<file path="src/rtl/tl_tx_scheduler.sv">
// tl_tx_scheduler: TL Tx scheduler arbitrating P/NP/CPL FIFOs onto the DLL beat stream.
// Optional build macro TL_TX_SCHED_CPL_PRIO_EN gives eligible completions absolute priority.
module tl_tx_scheduler #(
  parameter int RETRY_DEPTH_LG2 = 8,
  parameter int MAX_PAYLOAD_DW  = 32
) (
  input  logic                       clk,
  input  logic                       rst,
  input  logic                       link_active_i,
  input  logic [RETRY_DEPTH_LG2+2:0] retry_left_i,
  input  logic [11:0]                ca_ph_i,
  input  logic [11:0]                ca_pd_i,
  input  logic [11:0]                ca_nh_i,
  input  logic [11:0]                ca_ch_i,
  input  logic [11:0]                ca_cd_i,
  input  logic                       p_hdr_empty_i,
  input  logic [127:0]               p_hdr_rdata_i,
  output logic                       p_hdr_rden_o,
  input  logic                       p_data_empty_i,
  input  logic [255:0]               p_data_rdata_i,
  output logic                       p_data_rden_o,
  input  logic                       np_hdr_empty_i,
  input  logic [127:0]               np_hdr_rdata_i,
  output logic                       np_hdr_rden_o,
  input  logic                       cpl_hdr_empty_i,
  input  logic [95:0]                cpl_hdr_rdata_i,
  output logic                       cpl_hdr_rden_o,
  input  logic                       cpl_data_empty_i,
  input  logic [255:0]               cpl_data_rdata_i,
  output logic                       cpl_data_rden_o,
  output logic [255:0]               tlp_o,
  output logic [2:0]                 req_o,
  output logic                       ph_use_o,
  output logic                       nh_use_o,
  output logic                       ch_use_o,
  output logic [8:0]                 pd_use_o,
  output logic [8:0]                 cd_use_o,
  output logic                       p_sent_o,
  output logic                       cpl_sent_o
);
  localparam int BW = $clog2(MAX_PAYLOAD_DW / 8) + 1;
  typedef enum logic {IDLE, DATA} state_t;
  state_t         state_q, state_d;
  logic [1:0]     ptr_q, ptr_d;
  logic           cpl_q, cpl_d;
  logic [BW-1:0]  cnt_q, cnt_d;
  logic [255:0]   tlp_q, tlp_d;
  logic [2:0]     req_q, req_d;
  logic           ph_q, ph_d, nh_q, nh_d, ch_q, ch_d, ps_q, ps_d, cs_q, cs_d;
  logic [8:0]     pd_q, pd_d, cd_q, cd_d;
  logic [10:0]    p_len, c_len, p_dc, c_dc;
  logic [BW-1:0]  p_bt, c_bt;
  logic           p_hd, c_hd, any, d_empty;
  logic [2:0]     e;
  logic [1:0]     n1, n2, win;

  // A zero length field encodes the maximum 1024 DW payload.
  assign p_len = p_hdr_rdata_i[9:0] == 10'd0 ? 11'd1024 : {1'b0, p_hdr_rdata_i[9:0]};
  assign c_len = cpl_hdr_rdata_i[9:0] == 10'd0 ? 11'd1024 : {1'b0, cpl_hdr_rdata_i[9:0]};
  assign p_hd  = p_hdr_rdata_i[30];
  assign c_hd  = cpl_hdr_rdata_i[30];
  assign p_dc  = (p_len + 11'd3) >> 2;
  assign c_dc  = (c_len + 11'd3) >> 2;
  assign p_bt  = BW'((p_len + 11'd7) >> 3);
  assign c_bt  = BW'((c_len + 11'd7) >> 3);

  assign e[0] = link_active_i && !p_hdr_empty_i && ca_ph_i != 12'd0 &&
                (!p_hd || (ca_pd_i >= {1'b0, p_dc} && !p_data_empty_i)) &&
                int'(retry_left_i) >= (p_hd ? int'(p_len) : 0) + 4;
  assign e[1] = link_active_i && !np_hdr_empty_i && ca_nh_i != 12'd0 &&
                int'(retry_left_i) >= 4;
  assign e[2] = link_active_i && !cpl_hdr_empty_i && ca_ch_i != 12'd0 &&
                (!c_hd || (ca_cd_i >= {1'b0, c_dc} && !cpl_data_empty_i)) &&
                int'(retry_left_i) >= (c_hd ? int'(c_len) : 0) + 3;
  assign any = |e;

  assign n1 = ptr_q == 2'd2 ? 2'd0 : ptr_q + 2'd1;
  assign n2 = n1 == 2'd2 ? 2'd0 : n1 + 2'd1;
`ifdef TL_TX_SCHED_CPL_PRIO_EN
  // Pointer only ever holds P or NP here; completions bypass it entirely.
  assign win = e[2] ? 2'd2 : e[ptr_q] ? ptr_q : {1'b0, ~ptr_q[0]};
`else
  assign win = e[ptr_q] ? ptr_q : e[n1] ? n1 : n2;
`endif
  assign d_empty = cpl_q ? cpl_data_empty_i : p_data_empty_i;

  always_comb begin
    state_d = state_q;
    ptr_d = ptr_q;
    cpl_d = cpl_q;
    cnt_d = cnt_q;
    tlp_d = '0;
    req_d = 3'd0;
    ph_d = 1'b0;
    nh_d = 1'b0;
    ch_d = 1'b0;
    pd_d = 9'd0;
    cd_d = 9'd0;
    ps_d = 1'b0;
    cs_d = 1'b0;
    p_hdr_rden_o = 1'b0;
    np_hdr_rden_o = 1'b0;
    cpl_hdr_rden_o = 1'b0;
    p_data_rden_o = 1'b0;
    cpl_data_rden_o = 1'b0;
    if (state_q == IDLE && any && !rst) begin
`ifdef TL_TX_SCHED_CPL_PRIO_EN
      ptr_d = win == 2'd2 ? ptr_q : {1'b0, ~win[0]};
`else
      ptr_d = win == 2'd2 ? 2'd0 : win + 2'd1;
`endif
      if (win == 2'd0) begin
        p_hdr_rden_o = 1'b1;
        tlp_d = {128'd0, p_hdr_rdata_i};
        req_d = 3'd1;
        ph_d = 1'b1;
        pd_d = p_hd ? p_dc[8:0] : 9'd0;
        state_d = p_hd ? DATA : IDLE;
        cnt_d = p_bt;
        cpl_d = 1'b0;
      end else if (win == 2'd1) begin
        np_hdr_rden_o = 1'b1;
        tlp_d = {128'd0, np_hdr_rdata_i};
        req_d = 3'd3;
        nh_d = 1'b1;
      end else begin
        cpl_hdr_rden_o = 1'b1;
        tlp_d = {160'd0, cpl_hdr_rdata_i};
        req_d = 3'd5;
        ch_d = 1'b1;
        cd_d = c_hd ? c_dc[8:0] : 9'd0;
        state_d = c_hd ? DATA : IDLE;
        cnt_d = c_bt;
        cpl_d = 1'b1;
      end
    end else if (state_q == DATA && !d_empty && !rst) begin
      p_data_rden_o = !cpl_q;
      cpl_data_rden_o = cpl_q;
      tlp_d = cpl_q ? cpl_data_rdata_i : p_data_rdata_i;
      req_d = cpl_q ? 3'd6 : 3'd2;
      cnt_d = cnt_q - BW'(1);
      ps_d = cnt_q == BW'(1) && !cpl_q;
      cs_d = cnt_q == BW'(1) && cpl_q;
      state_d = cnt_q == BW'(1) ? IDLE : DATA;
    end
  end

  always_ff @(posedge clk or posedge rst) begin
    if (rst) begin
      state_q <= IDLE;
      ptr_q <= 2'd0;
      cpl_q <= 1'b0;
      cnt_q <= '0;
      tlp_q <= '0;
      req_q <= 3'd0;
      ph_q <= 1'b0;
      nh_q <= 1'b0;
      ch_q <= 1'b0;
      pd_q <= 9'd0;
      cd_q <= 9'd0;
      ps_q <= 1'b0;
      cs_q <= 1'b0;
    end else begin
      state_q <= state_d;
      ptr_q <= ptr_d;
      cpl_q <= cpl_d;
      cnt_q <= cnt_d;
      tlp_q <= tlp_d;
      req_q <= req_d;
      ph_q <= ph_d;
      nh_q <= nh_d;
      ch_q <= ch_d;
      pd_q <= pd_d;
      cd_q <= cd_d;
      ps_q <= ps_d;
      cs_q <= cs_d;
    end
  end

  assign tlp_o = tlp_q;
  assign req_o = req_q;
  assign ph_use_o = ph_q;
  assign nh_use_o = nh_q;
  assign ch_use_o = ch_q;
  assign pd_use_o = pd_q;
  assign cd_use_o = cd_q;
  assign p_sent_o = ps_q;
  assign cpl_sent_o = cs_q;
endmodule

</file>
<file path="config.mk">
export PLATFORM = sky130hd
export DESIGN_NAME = tl_tx_scheduler
export DESIGN_NICKNAME = d
export VERILOG_FILES = /design/src/rtl/tl_tx_scheduler.sv
export SDC_FILE = /design/constraint.sdc
export NUM_CORES = 1
export LEC_CHECK = 0
export CORE_AREA = 2 2 477 479
export CTS_CLUSTER_DIAMETER = 50
export CTS_CLUSTER_SIZE = 30
export DETAILED_ROUTE_END_ITERATION = 8
export DIE_AREA = 0 0 479 481
export PLACE_DENSITY = 0.38
export RECOVER_POWER = 100
export SLEW_MARGIN = 0
export SYNTH_ARGS = -nofsm -noshare
export SYNTH_HDL_FRONTEND = slang
export SYNTH_SLANG_ARGS = --single-unit
export TNS_END_PERCENT = 50
</file>
<file path="constraint.sdc">
create_clock -name clk -period 62.5 [get_ports clk]
set_input_delay 18.75 -clock clk [delete_from_list [all_inputs] [get_ports clk]]
set_output_delay 18.75 -clock clk [all_outputs]
set_load 0.005 [all_outputs]
</file>
======== After elaboration in Yosys (flattened, before gate mapping) ========
Cells that the tools add are included.
Widths: inputs -> output; s select.
cells by class
  add/subtract/negate cells ............... 10
  order comparisons ....................... 7
  equality and inequality tests ........... 7
  muxes and demuxes ....................... 60
  bitwise logic cells ..................... 1
  reduce and logical (&&, ||, !) cells .... 41
operators with widths
  kind                   number
  $mux 256               3
  $mux 128               2
  $mux 9                 7
  $mux 11                4
  $reduce_bool 12->1     3
  $mux 1                 28
  $mux 3                 9
  $ge 11x12->1           2
  $ge 12x9->1            2
  $add 11x2->11 const B  2
  $logic_not 10->1       2
  $logic_and 1x1->1      19
  $add 11x2->12 const B  1
  $add 11x3->12 const B  1
  $add 6x3->6 const B    2
  $ge 11x3->1 const B    1
  $logic_not 1->1        10
  $mux 2                 5
  $add 2x1->2 const B    3
  $eq 2x2->1 const B     3
  $lt 2x3->1 const B     2
  $bmux 1 s2             2
  $reduce_and 2->1       2
  $eq 3x1->1 const B     1
  other kinds (9)        10
storage, ports and cells
  flip-flop bits (word level) ............. 289
  bits of input ports ..................... 943
  output and inout port bits .............. 287
  word-level logic and storage cells ...... 139

======== Logic depth before layout (Yosys ltp) ========
  depth after elaboration ................. 16
  gate-level depth with buffers ........... 20
  mapped depth without buffers ............ 17

======== Worst setup path after synthesis ========
No wires, ideal clock.
  path type ............................... input port to output port
  from .................................... input port rst
  to ...................................... output port p_data_rden_o
  arrival ................................. 26.737 ns
  slack ................................... 17.013 ns
  stages on the path ...................... 6
  path buffers ............................ 3
  cells stage by stage .................... inv_1 > nand3_1 > clkbuf_1 > clkbuf_1 > buf_1 > nor2_1
between the ends
  longest elaborated chain between the ends .. 4
  elaborated cells between the ends (all ways) .. 5
  those cells by class .................... mux (2); reduce/logical (3)
ends and longest elaborated chain
  what                                RTL line  RTL
  start: declaration                  8         input logic rst,
  $logic_not 1->1 (no source line) *  -
  $logic_and 1x1->1                   136       end else if (state_q == DATA && !d_empty && !rst) begin
  $mux 1                              136
  $mux 1 *                            106       if (state_q == IDLE && any && !rst) begin
  end: declaration                    21        output logic p_data_rden_o,
Mark *: on every way between the ends. The rest lies on a longest branch, timed or not.

======== Worst setup path after layout ========
  from .................................... input port cpl_hdr_rdata_i[30]
  to ...................................... output port p_hdr_rden_o
between the ends
  longest elaborated chain between the ends .. 11
  elaborated cells between the ends (all ways) .. 19
  those cells by class .................... add/sub (1); order compare (1); mux (9); reduce/logical (8)
ends and longest elaborated chain
  what                                               RTL line  RTL
  start: declaration                                 26        input logic [95:0] cpl_hdr_rdata_i,
  $mux 11 or $logic_not 1->1 (tied branches)         74, 73
  $add 11x2->12 or $logic_or 1x1->1 (tied branches)  74, 73
  $ge 11x12->1 or $logic_and 1x1->1 (tied branches)  74, 72
  $logic_and 1x1->1 *                                73        (!c_hd || (ca_cd_i >= {1'b0, c_dc} && !cpl_data_empty_i)) &&
  $bmux 1 s2                                         83        assign win = e[ptr_q] ? ptr_q : e[n1] ? n1 : n2;
  $mux 1 (implied by the code)                       83
  $mux 2 (2 in a row)                                83
  $logic_not 2->1                                    112       if (win == 2'd0) begin
  $mux 1                                             112
  $mux 1 *                                           106
  end: declaration                                   18        output logic p_hdr_rden_o,
Mark *: on every way between the ends. The rest lies on a longest branch, timed or not. The select of a mux whose other input is x is not followed.

==> results_dict.tcl <==
set metrics [dict create \
    slew_headroom_pct -497 \
    pre_cts_slack_ns 19.79 \
    dp_hpwl_um 155000 \
    busiest_layer "met2" \
    via_per_inst 3.16 \
    grt_start_max_net_pins 150 \
    synth-main-ff-cell "dfrtp_1" \
    die-height_um 481 \
    cts_setup_buffers 0 \
    use_met1_pct 17.5 \
    grtUsageTotal_pct 15.2 \
    crit_fanout 34 \
    drt_wl_total_um 182000 \
    htreeDepth 3 \
    io_pins 1230 \
    crit_type "in -> out" \
    met3_usage_pct 7.67 \
    reg2reg_slack_ns 49.66 \
    synth_top_area_share_pct 47.0 \
    yosysMostFrequentCell "dfrtp_1" \
    syn_inst 1495 \
    antenna_found_initial 188 \
    cts_tree "yes" \
    status "complete, but fails checks" \
    synthesis.nets 2482 \
    timing.fmax_ghz 0.0222 \
    ys_seq_area_share_pct 47.0 \
    cts.path.max_buffers 3 \
    hold_buffers 0 \
    maxCapViolCount 11 \
    path_clk_slew_ns 0.04 \
    initial_core_util_pct 6.82 \
    cp-end-kind "output port" \
    path_cells "dlygate4sd3_1, nand2_1, ha_1, nor2_1, nand3_1, xnor2_1, nand2_1, ha_1, a21o_1, a21oi_1, o211ai_1, o211a_1, o31ai_4, clkbuf_1, nor3_1, clkbuf_1, dlygate4sd3_1" \
    reg2reg_to "tlp_o[14]" \
    fin_nets 3702 \
    port_buffers 1229 \
    cts.repair.resized 0 \
    rows 175 \
    core_um2 226000 \
    violations "capacitance limit, slew limit" \
    synth_cell_types 55 \
    slowest_stage "clkbuf_1" \
    finalCritPeriodShare_pct 72.0 \
    synth_seq_cells 289 \
    avgSynthCellArea_um2 10.3 \
    final-max-slew-violation-count 695 \
    grt_setup_unrepaired "false" \
    drc_errors 0 \
    finalCriticalPeriod_ns 45.01 \
    dr.pass1.iters 5 \
    synthArstFlopShare_pct 100 \
    final_layout_size_suffix_gt1_share_pct 6.58 \
    avgRoutedWirePerCell_um 31.2 \
    antenna_left 0 \
    worst_r2r_path_depth 5 \
    synth.area.top_cells "dfrtp_1 (47%), mux2i_1 (17%), nor2_1 (5.4%)" \
    drtIter0Drc 1126 \
    worst_slack_ns 17.49 \
    yosysWarnings 0 \
    worstSetupEndpoint "p_hdr_rden_o" \
    tightest_slew_ns 8.95 \
    p_leak_nw 13.7 \
    grt_pass1_vias 18900 \
    area_delta_synth_final_pct 122 \
    syn_area_um2 15400 \
    place_congestion 0.878 \
    r2r_start "cpl_q" \
    setup_viol_count_final 0 \
    finalPower_w 0.00112 \
    finClkSkew_ns 0.0323 \
    ir_worst_vdd_uv 21.0 \
    die_area_um2 230000 \
    vias 18400 \
    cts.sinks 289 \
    grtUsageMet2_pct 24.7 \
    crit_start "cpl_hdr_rdata_i[30]" \
    max_stage_delay_ns 1.97 \
    ctsRootBufferMaster "clkbuf_16" \
    overflow 0 \
    hold_path.class "reg -> reg" \
    cts_buffers 84 \
    hold_viol_final 0 \
    synth_common_cells "dfrtp_1 (289), mux2i_1 (259), nor2_1 (223), nand2_1 (135), clkbuf_1 (75)" \
    die_w_um 479 \
    synth_edf_count 0 \
    start_kind "input pin" \
    required_ns 43.75 \
    clock_latency_ns 0.70 \
    finalSetupTns_ns 0 \
    power_density_nw_per_um2 32.7 \
    yosysTopAreaCell "dfrtp_1" \
    grt_pass1_wl_um 222000 \
    final_util_pct 15.2 \
    cp.arrival_ns 26.26 \
]
-- sequential cells by signal, indices dropped and copies added (netlist names) --
| register | cells |
|---|---|
| p_sent_o | 1 |
| ph_use_o | 1 |
| req_o | 3 |
| cnt_q | 3 |
| pd_use_o | 9 |
| cd_use_o | 9 |
| tlp_o | 256 |
| state_q | 1 |
| cpl_q | 1 |
| ptr_q | 2 |
| nh_use_o | 1 |
| ch_use_o | 1 |
| cpl_sent_o | 1 |
-- cell families (layout without fill, tap and decap cells) --
logic type                 Yosys count  count (layout)  share of synthesized area, %
adders and majority gates           44              44                          3.58
and+or+nand+nor                    445             445                          12.1
AOI/OAI and AO/OA                  285             285                          14.4
xor gates and xnor gates            30              30                          1.71
buffers and inverters              131            1418                          3.45
muxes                              271             271                          17.7
DFF                                289             289                          47.0
other                                0              37                             0
-- area by class of cell --
cell class                      instances  area (µm²)
Clock inverter                         48         651
Multi-Input combinational cell       1075        7660
Timing Repair Buffer                 1252       12400
Sequential cell                       289        7240
Clock buffer                          105        2330
Antenna cell                           37        92.6
Inverter                               13        50.0
Fill cell                           25500      192000
Tap cell                             3009        3760
-- how the worst min path moves through the flow --
stage                     startpoint  slack, ns       end  cells past startpoint
final                       cnt_q[1]       0.56  cnt_q[1]                      2
after global routing        cnt_q[1]       0.59  cnt_q[1]                      2
after CTS                   cnt_q[1]       0.56  cnt_q[1]                      2
after detailed placement    cnt_q[1]       0.54  cnt_q[1]                      2
after global placement      cnt_q[1]       0.50  cnt_q[1]                      2
after floorplan             cnt_q[1]       0.48  cnt_q[1]                      2
-- worst max-delay path, delay by kind of cell --
kind / cells / cell delay (ns)
AOI/OAI and AO/OA: 5 / 1.02
xor gates and xnor gates: 1 / 0.17
adders and majority gates: 2 / 0.50
and+or+nand+nor: 5 / 0.90
buffers and inverters: 4 / 4.87
-- power by group --
part           switching (W)  internal, W  leakage, nW
Clock               0.000157     0.000311         1.45
Sequential         0.0000152     0.000227         3.92
Combinational       0.000231     0.000178         8.36
-- metrics by stage --
stage          area (µm²)  hold slack, ns  cells
2_1_floorplan       15400           0.477   1495
3_3_place_gp        31300           0.502   5638
3_5_place_dp        31300           0.544   5638
4_1_cts             34200           0.560   5791
5_1_grt             34200           0.594   5800
6_report            34200           0.556   5828
-- metal layers --
metal,wire (µm),vias to the layer above
met5,806,-
met4,4690,130
met3,22300,352
met2,84000,1128
met1,70300,8798
li1,-,7984
-- cells in the final DEF (no fill, tap or decap), types with 7 or more instances in the layout --
cell type	synthesis	routed
a21oi_1	14	14
a221o_1	65	65
a22oi_1	37	37
buf_4	5	10
bufinv_16	0	11
clkbuf_1	75	20
clkbuf_16	0	86
clkbuf_8	0	11
clkdlybuf4s50_1	0	940
clkinv_2	0	12
clkinvlp_4	0	9
dfrtp_1	289	288
diode_2	0	37
dlygate4sd3_1	0	289
ha_1	44	44
inv_1	12	11
inv_6	0	7
mux2_2	12	12
mux2i_1	259	259
nand2_1	135	135
nand2b_1	7	7
nand3_1	21	20
nor2_1	223	222
nor3_1	11	12
nor4_1	15	15
o211ai_1	34	34
o21ai_0	32	41
o21ai_1	24	15
o221ai_1	50	50
xnor2_1	16	16
xor2_1	14	14
No activity file was read; power rests on OpenSTA's default activity.
